<file path="src/rtl/multi_led_blinker_if.sv">
`default_nettype none
// ============================================================================
// Module   : multi_led_blinker_if
// Purpose  : Configuration port of multi_led_blinker. Carries one
//            valid/ready write of {channel, mode, period, on-time}.
// Signals  : cfg_valid_in   - a configuration write is offered
//            cfg_ready_out  - addressed channel can accept the write
//            cfg_ch_in      - target channel (CH_W bits)
//            cfg_mode_in    - 0=OFF 1=ON 2=BLINK 3=ONESHOT
//            cfg_period_in  - P, period is P+1 cycles (CNT_W bits)
//            cfg_ontime_in  - T, on-cycles per period (CNT_W bits)
// Modports : master (configuration source), slave (the blinker)
// Revision : 1.0 - initial release
// ============================================================================
interface multi_led_blinker_if #(
    parameter int NUM_CH = 4,
    parameter int CNT_W  = 24,
    parameter int CH_W   = (NUM_CH > 1) ? $clog2(NUM_CH) : 1
);

    logic             cfg_valid_in;
    logic             cfg_ready_out;
    logic [CH_W-1:0]  cfg_ch_in;
    logic [1:0]       cfg_mode_in;
    logic [CNT_W-1:0] cfg_period_in;
    logic [CNT_W-1:0] cfg_ontime_in;

    modport master (
        output cfg_valid_in,
        output cfg_ch_in,
        output cfg_mode_in,
        output cfg_period_in,
        output cfg_ontime_in,
        input  cfg_ready_out
    );

    modport slave (
        input  cfg_valid_in,
        input  cfg_ch_in,
        input  cfg_mode_in,
        input  cfg_period_in,
        input  cfg_ontime_in,
        output cfg_ready_out
    );

endinterface
`default_nettype wire

</file>
<file path="src/rtl/multi_led_blinker.sv">
`default_nettype none
// ============================================================================
// Module   : multi_led_blinker
// Purpose  : NUM_CH independent LED pattern generators (OFF, ON, repeating
//            BLINK, one-shot pulse). Each channel keeps an active and a
//            shadow configuration; a new setting on a counting channel is
//            only applied at that channel's period boundary so the LED never
//            shows a truncated period.
// Ports    : clk_in   - system clock, rising edge
//            rst_in   - synchronous active-high reset
//            en_in    - global enable; low holds counters and darkens LEDs
//            cfg      - configuration port (multi_led_blinker_if.slave)
//            led_out  - registered LED drive, one bit per channel
//            wrap_out - registered one-cycle pulse at each period end
// Options  : MULTI_LED_ACTIVE_LOW_EN - when defined, led_out is inverted
//            (dark level is 1, including reset and en_in=0); wrap_out is
//            unaffected.
// Revision : 1.0 - initial release
// ============================================================================
module multi_led_blinker #(
    parameter int NUM_CH = 4,
    parameter int CNT_W  = 24,
    parameter int CH_W   = (NUM_CH > 1) ? $clog2(NUM_CH) : 1
) (
    input  wire                 clk_in,
    input  wire                 rst_in,
    input  wire                 en_in,
    multi_led_blinker_if.slave  cfg,
    output logic [NUM_CH-1:0]   led_out,
    output logic [NUM_CH-1:0]   wrap_out
);

    localparam logic [1:0] MODE_OFF     = 2'd0;
    localparam logic [1:0] MODE_ON      = 2'd1;
    localparam logic [1:0] MODE_BLINK   = 2'd2;
    localparam logic [1:0] MODE_ONESHOT = 2'd3;

    // Every encodable channel select gets a slot so the ready lookup can
    // never index past the vector; unused slots read as "not pending",
    // which makes out-of-range writes look ready and vanish.
    localparam int SEL_N = 1 << CH_W;

`ifdef MULTI_LED_ACTIVE_LOW_EN
    localparam logic LED_DARK = 1'b1;
`else
    localparam logic LED_DARK = 1'b0;
`endif

    logic [NUM_CH-1:0] pend;
    logic [SEL_N-1:0]  pend_sel;

    for (genvar s = 0; s < SEL_N; s++) begin : g_sel
        if (s < NUM_CH) begin : g_live
            assign pend_sel[s] = pend[s];
        end else begin : g_pad
            assign pend_sel[s] = 1'b0;
        end
    end

    assign cfg.cfg_ready_out = !pend_sel[cfg.cfg_ch_in];

    for (genvar c = 0; c < NUM_CH; c++) begin : g_ch
        // active configuration and phase counter
        logic [1:0]       mode;
        logic [CNT_W-1:0] per;
        logic [CNT_W-1:0] ont;
        logic [CNT_W-1:0] cnt;
        // shadow configuration waiting for the next safe apply point
        logic [1:0]       sh_mode;
        logic [CNT_W-1:0] sh_per;
        logic [CNT_W-1:0] sh_ont;
        logic             pend_r;
        // output registers
        logic             led_r;
        logic             wrap_r;

        logic counting;
        logic wrap_now;
        logic hit;
        logic lit;

        assign counting = (mode == MODE_BLINK) || (mode == MODE_ONESHOT);
        assign wrap_now = en_in && counting && (cnt == per);
        // A matching select implies the channel is in range; ready for this
        // channel is exactly !pend_r.
        assign hit      = cfg.cfg_valid_in && !pend_r &&
                          (cfg.cfg_ch_in == CH_W'(c));
        // cnt < ont covers the corner cases naturally: T=0 never lights,
        // T>P lights for the whole period.
        assign lit      = (mode == MODE_ON) || (counting && (cnt < ont));

        always_ff @(posedge clk_in) begin
            if (rst_in) begin
                mode    <= MODE_OFF;
                per     <= '0;
                ont     <= '0;
                cnt     <= '0;
                sh_mode <= MODE_OFF;
                sh_per  <= '0;
                sh_ont  <= '0;
                pend_r  <= 1'b0;
                led_r   <= LED_DARK;
                wrap_r  <= 1'b0;
            end else begin
                wrap_r <= wrap_now;
                led_r  <= LED_DARK ^ (en_in & lit);

                if (pend_r && !counting) begin
                    // Static modes have no period to protect: apply at once.
                    mode   <= sh_mode;
                    per    <= sh_per;
                    ont    <= sh_ont;
                    cnt    <= '0;
                    pend_r <= 1'b0;
                end else if (wrap_now) begin
                    if (pend_r) begin
                        mode   <= sh_mode;
                        per    <= sh_per;
                        ont    <= sh_ont;
                        cnt    <= '0;
                        pend_r <= 1'b0;
                    end else begin
                        cnt <= '0;
                        // A one-shot retires itself after its single period.
                        if (mode == MODE_ONESHOT) begin
                            mode <= MODE_OFF;
                        end
                    end
                end else if (en_in && counting) begin
                    cnt <= cnt + CNT_W'(1);
                end

                // Acceptance needs pend_r low, so it never collides with an
                // apply (which needs pend_r high) on the same edge.
                if (hit) begin
                    sh_mode <= cfg.cfg_mode_in;
                    sh_per  <= cfg.cfg_period_in;
                    sh_ont  <= cfg.cfg_ontime_in;
                    pend_r  <= 1'b1;
                end
            end
        end

        assign pend[c]     = pend_r;
        assign led_out[c]  = led_r;
        assign wrap_out[c] = wrap_r;
    end

endmodule
`default_nettype wire
</file>
<file path="src/flat_wrapper.sv">
// flat-port wrapper written by rule: the top's interface ports become plain ports
module multi_led_blinker_flat 
#(
    parameter int NUM_CH = 4,
    parameter int CNT_W  = 24,
    parameter int CH_W   = (NUM_CH > 1) ? $clog2(NUM_CH) : 1
)
  (clk_in, rst_in, en_in, led_out, wrap_out, cfg_cfg_valid_in, cfg_cfg_ch_in, cfg_cfg_mode_in, cfg_cfg_period_in, cfg_cfg_ontime_in, cfg_cfg_ready_out);
  multi_led_blinker_if #(.NUM_CH(NUM_CH), .CNT_W(CNT_W), .CH_W(CH_W)) cfg_i ();
  input  wire clk_in;
  input  wire rst_in;
  input  wire en_in;
  output logic [NUM_CH-1:0] led_out;
  output logic [NUM_CH-1:0] wrap_out;
  input wire logic [$bits(cfg_i.cfg_valid_in)-1:0] cfg_cfg_valid_in;
  input wire logic [$bits(cfg_i.cfg_ch_in)-1:0] cfg_cfg_ch_in;
  input wire logic [$bits(cfg_i.cfg_mode_in)-1:0] cfg_cfg_mode_in;
  input wire logic [$bits(cfg_i.cfg_period_in)-1:0] cfg_cfg_period_in;
  input wire logic [$bits(cfg_i.cfg_ontime_in)-1:0] cfg_cfg_ontime_in;
  output wire logic [$bits(cfg_i.cfg_ready_out)-1:0] cfg_cfg_ready_out;
  assign cfg_i.cfg_valid_in = cfg_cfg_valid_in;
  assign cfg_i.cfg_ch_in = cfg_cfg_ch_in;
  assign cfg_i.cfg_mode_in = cfg_cfg_mode_in;
  assign cfg_i.cfg_period_in = cfg_cfg_period_in;
  assign cfg_i.cfg_ontime_in = cfg_cfg_ontime_in;
  assign cfg_cfg_ready_out = cfg_i.cfg_ready_out;
  multi_led_blinker #(.NUM_CH(NUM_CH), .CNT_W(CNT_W), .CH_W(CH_W)) u_core (.clk_in(clk_in), .rst_in(rst_in), .en_in(en_in), .cfg(cfg_i), .led_out(led_out), .wrap_out(wrap_out));
endmodule
</file>
<file path="config.mk">
export PLATFORM = sky130hd
export DESIGN_NAME = multi_led_blinker_flat
export DESIGN_NICKNAME = d
export VERILOG_FILES = /design/src/rtl/multi_led_blinker_if.sv /design/src/rtl/multi_led_blinker.sv /design/src/flat_wrapper.sv
export SDC_FILE = /design/constraint.sdc
export NUM_CORES = 1
export LEC_CHECK = 0
export BUFFER_PORTS_ARGS = -buffer_cell sky130_fd_sc_hd__buf_2
export CORE_AREA = 8 8 213 215
export CTS_BUF_LIST = sky130_fd_sc_hd__clkbuf_8 sky130_fd_sc_hd__clkbuf_16
export DETAILED_ROUTE_END_ITERATION = 7
export DIE_AREA = 0 0 221 223
export PLACE_DENSITY = 0.8
export REMOVE_ABC_BUFFERS = 1
export SYNTH_ARGS = -nofsm -noshare
export SYNTH_HDL_FRONTEND = slang
export SYNTH_SLANG_ARGS = --single-unit
</file>
<file path="constraint.sdc">
create_clock -name clk_in -period 1.9 [get_ports clk_in]
set_input_delay 0.19 -clock clk_in [delete_from_list [all_inputs] [get_ports clk_in]]
set_output_delay 0.19 -clock clk_in [all_outputs]
set_load 0.01 [all_outputs]
</file>
# Word level (Yosys, flattened, before mapping)
# Cells that the tools add are included.
# totals
reg_bits,508
inputBits,56
out_inout_bits,9
word_cells,196
# classes
n_addsub,4
magnitude_cmp,5
eq_ne,19
n_mux,54
bitwise,4
n_reduce_logical,70
# ops
cell,n
2-to-1 mux 24 bit,24
adder 24 x 1 -> 24 bit (second input constant),4
equality test 24 bit,4
< comparator 24 bit,4
2-to-1 mux 2 bit,16
logical AND 1 bit,24
nonzero test 3 bit,8
equality test 2 bit (second input constant),10
AND reduction 2 bit,8
nonzero test 2 bit,8
2-to-1 mux 1 bit,13
OR reduction 3 bit,4
equality test 2 x 1 -> 1 bit (second input constant),5
zero test 1 bit,9
logical OR 1 bit,8
bitwise AND 1 bit,4
< comparator 2 x 3 -> 1 bit (second input constant),1
binary-select mux 1 bit (select 2 bit),1
zero test 2 bit,1

# Depth between registers and ports, before layout
# depth
ltp_word,7
depth_mapped,8
mapped_depth_nobuf,7

# Least setup slack after synthesis
# Ideal clock, no wire load.
# synth_timing
path_type,reg2reg
start,register u_core.g_ch[3].cnt[6]
end,register u_core.g_ch[3].ont[13]
setup_ps,72
t_arrival_ps,1983
required_time_ps,1828
path_slack_ps,-155
stages_incl_launch_ff,9
path_buffers,3
period_less_slack_ps,2055
cell_sequence,dfxtp_1 clkbuf_1 xnor2_1 nand4_1 or4_4 o2bb2ai_4 buf_6 buf_8 mux2i_1
# synth_via
elab_chain_cells,4
# synth_lines
element,line,source
"start, declared",multi_led_blinker.sv:67,logic [CNT_W-1:0] cnt;
"start signal, assigned",multi_led_blinker.sv:130,cnt <= cnt + CNT_W'(1);
equality test 24 bit,multi_led_blinker.sv:83,assign wrap_now = en_in && counting && (cnt == per);
logical AND 1 bit,multi_led_blinker.sv:83,
nonzero test 2 bit (no line),-,
AND reduction 2 bit (no line),-,
"end signal, assigned",multi_led_blinker.sv:112,ont <= sh_ont;
"end signal, assigned",multi_led_blinker.sv:119,ont <= sh_ont;
"end, declared",multi_led_blinker.sv:66,logic [CNT_W-1:0] ont;
# Every way passes these cells.
# A chain may end at the register's enable or synchronous reset.

# Worst setup path after layout
# layout_timing
start,register u_core.g_ch[0].per[0]
end,register u_core.g_ch[0].per[18]
# layout_via
elab_chain_cells,4
# layout_lines
element,line,source
"start, declared",multi_led_blinker.sv:65,logic [CNT_W-1:0] per;
"start signal, assigned",multi_led_blinker.sv:111,per <= sh_per;
"start signal, assigned",multi_led_blinker.sv:118,per <= sh_per;
equality test 24 bit,multi_led_blinker.sv:83,
logical AND 1 bit,multi_led_blinker.sv:83,
nonzero test 2 bit (no line),-,
AND reduction 2 bit (no line),-,
# Every way passes these cells.

==> impl_metrics.csv <==
group,metric,value,unit
floorplan,io_pins,65,
drt,routed_wl,78200,um
floorplan,initial_core_util,54.7,%
synthesis,synth_area_per_cell,8.30,um2
placement,place_congestion,0.918,
synthesis,yosys_warnings,0,
run_status,violations,"negative setup slack",
synthesis,yosysTopAreaCell,"dfxtp_1",
critical_path,cp.required,2380,ps
placement,dp_hpwl,45200,um
cts,cts_buffer_depth,3,
synthesis,synth_top_flop_cell,"dfxtp_1",
floorplan,die-height,223,um
synthesis,synth_seq_cells,508,
cts,clk_latency,580,ps
synthesis,ys_types,50,
cells_and_area,layout_commonest_cell,"nand2_1",
floorplan,die_x,221,um
critical_path,reg2reg_setup_slack,-270,ps
critical_path,cp-endpoint,"u_core.g_ch[0].per[18]",
critical_path,endpoint_kind,"register",
sta,grt_setup_unrepaired,"yes",
synthesis,netlist.area_leader.share,43.9,%
grt,grt_pass1_wl,112000,um
grt,antenna_found_initial,2,
power,vdd_drop_max,0.611,mV
cts,cts_buffers,49,
synthesis,yosysSeqAreaShare,43.9,%
job,max_cap_viol_count,0,
sta,finalWorstSetupSlack,-273,ps
floorplan,dieArea,49300,um2
power,power_leakage,10.9,nW
critical_path,cp_max_fo,5,
cells_and_area,layout.cells.most_common_list,"838 x nand2_1, 466 x dfxtp_1, 223 x a21oi_1, 180 x mux2i_1, 173 x buf_4",
drt,firstDrtPassIters,6,
sta,hold_viol,0,
critical_path,critPathLaunchType,"register",
sta,slew_headroom,61.3,%
cells_and_area,syn_to_final_growth,28.3,%
sta,tightest_slew,578,ps
min_path,hold_class,"primary input to register",
synthesis,async_reset_ff_share,0,%
drt,drc,0,
sta,finClkSkew,12.0,ps
cells_and_area,drive_above_1_share,20.7,%
synthesis,syn_area,23100,um2
drt,drtIter0Drc,2435,
cts,cts_tree,"yes",
power,p_per_area,778,nW/um2
critical_path,crit_start,"u_core.g_ch[0].per[0]",
drt,viasPerCell,5.99,
cells_and_area,final_nets,3188,
synthesis,synthCells,2788,
sta,finalSetupViolations,299,
synthesis,synth_edf_count,0,
sta,fmaxAchievable,460,MHz
placement,io_buffers,64,
grt,grt_pass1_vias,20595,
synthesis,synth_area_leaders,"dfxtp_1 44%, nand2_1 14%, mux2i_1 8.3%",
placement,dp_slack,-242,ps
floorplan,rows,76,
sta,period_share,114,%
sta,maxSlewViolCount,0,
critical_path,regToRegStartpoint,"u_core.g_ch[0].per[0]",
sta,period_needed,2170,ps
drt,wl_per_cell,21.6,um
run_status,outcome,"complete, but fails checks",
grt,grt_max_degree,96,
cts,htree_levels,2,
drt,drtAntennaViolNets,0,
cts,cts_root_buf,"clkbuf_16",
critical_path,worstReg2RegEnd,"u_core.g_ch[0].per[18]",
grt,overflow,0,
floorplan,core_area,42300,um2
drt,vias,21700,
cells_and_area,nFillCells,2704,
cts,clk_pin_slew,60,ps
critical_path,reg2regPathDepth,7,
cts,cts_sinks,508,
cells_and_area,final_core_util,70.2,%
critical_path,critical_path_class,"register to register",
critical_path,arrival,2650,ps
grt,grtUsageTotal,28.2,%
power breakdown:
part | leakage [nW] | switching, W | total, W | internal (W)
Clock | 0.882 | 0.00431 | 0.0105 | 0.00617
Combinational | 5.84 | 0.00108 | 0.00170 | 0.000629
Sequential | 4.13 | 0.000100 | 0.0109 | 0.0108
Total | 10.9 | 0.00549 | 0.0231 | 0.0176
critical path: stages, from the launching register on:
cell and delay, ps:
dfxtp_4 370, xnor2_4 210, nand4_1 140, or4_4 570, o2bb2ai_4 230, buf_8 180
buf_12 130, mux2i_1 260
kinds of logic after synthesis:
family | count (synthesis) | synth area share (%)
buffers and inverters | 272 | 5.03
XOR/XNOR | 188 | 7.11
AND/OR/NAND/NOR | 1206 | 22.3
AO/OA/AOI/OAI | 325 | 8.09
flip-flops | 508 | 43.9
multiplexers | 193 | 8.35
adder cells (fa/ha/maj) | 96 | 5.19
routing by layer:
layer	track usage (%)	wire length, um	up-vias
met5	0	14	-
met4	19.7	6160	2
met3	5.12	7050	393
met2	45.8	35900	1240
met1	33.7	29100	10323
li1	-	-	9742
worst min-delay path by stage:
stage,start,to,slack [ps],cells past startpoint
floorplan,rst_in,u_core.g_ch[0].pend_r,260,1
global placement,u_core.g_ch[3].sh_mode[0],u_core.g_ch[3].sh_mode[0],440,2
detailed placement,u_core.g_ch[1].sh_mode[0],u_core.g_ch[1].sh_mode[0],450,2
CTS,cfg_cfg_period_in[8],u_core.g_ch[2].sh_per[8],0.4,3
global route,cfg_cfg_period_in[8],u_core.g_ch[2].sh_per[8],3,3
finish,cfg_cfg_ontime_in[13],u_core.g_ch[1].sh_ont[13],20,3
Yosys cell counts, drive strengths merged (5+ instances only):
| library cell | count |
|---|---|
| dfxtp | 508 |
| mux2i | 192 |
| inv | 106 |
| ha | 96 |
| and4 | 19 |
| nand2b | 9 |
| o21a | 8 |
| nand2 | 838 |
| and2 | 7 |
| and3b | 5 |
| xnor2 | 99 |
| nor2 | 128 |
| a21oi | 231 |
| nor3 | 28 |
| o21ai | 26 |
| and3 | 12 |
| a21o | 20 |
| nor2b | 10 |
| or4 | 6 |
| clkbuf | 123 |
| nand4 | 62 |
| xor2 | 89 |
| nor4 | 22 |
| o211ai | 7 |
| buf | 43 |
| nor3b | 7 |
| nand3 | 45 |
through the flow:
step | cell area, um2 | TNS, ps | hold slack, ps | std cells | power, W
finish | 29700 | -47710 | 18.6 | 3625 | 0.0231
detailed placement | 25100 | -40910 | 446 | 3419 | 0.0124
global placement | 25100 | -26560 | 440 | 3419 | 0.0124
floorplan | 22400 | -1022720 | 259 | 2622 | 0.0117
CTS | 28700 | -16460 | 0.392 | 3611 | 0.0229
global route | 29700 | -61260 | 3.00 | 3621 | 0.0236
flip-flops by register name (all words and copies together), names as in the netlist:
register,cells
u_core.g_ch.wrap_r,4
u_core.g_ch.pend_r,4
u_core.g_ch.sh_ont,96
u_core.g_ch.ont,96
u_core.g_ch.per,96
u_core.g_ch.mode,8
u_core.g_ch.sh_per,96
u_core.g_ch.sh_mode,8
u_core.g_ch.led_r,4
u_core.g_ch.cnt,96
cell type report:
cell class | count | area [um2] | share of cell area, %
Inverter | 106 | 405 | 1.37
Timing Repair Buffer | 363 | 3560 | 12.0
Antenna cell | 4 | 10.0 | 0.0337
Clock inverter | 30 | 332 | 1.12
Multi-Input combinational cell | 2008 | 13100 | 44.0
Clock buffer | 60 | 1400 | 4.71
Sequential cell | 508 | 10200 | 34.5
Tap cell | 546 | 683 | 2.30
what timing repair did:
item | 4_1_cts | 5_1_grt
hold buffers | 47 | 0
endpoints found under the setup margin | 290 | 306
buffers inserted | 33 | 13
pin swaps | 36 | 96
gates cloned | 23 | 5
gates resized for setup | 151 | 233
endpoints found under the hold margin | 150 | 0
No activity file was read; power rests on OpenSTA's default activity.
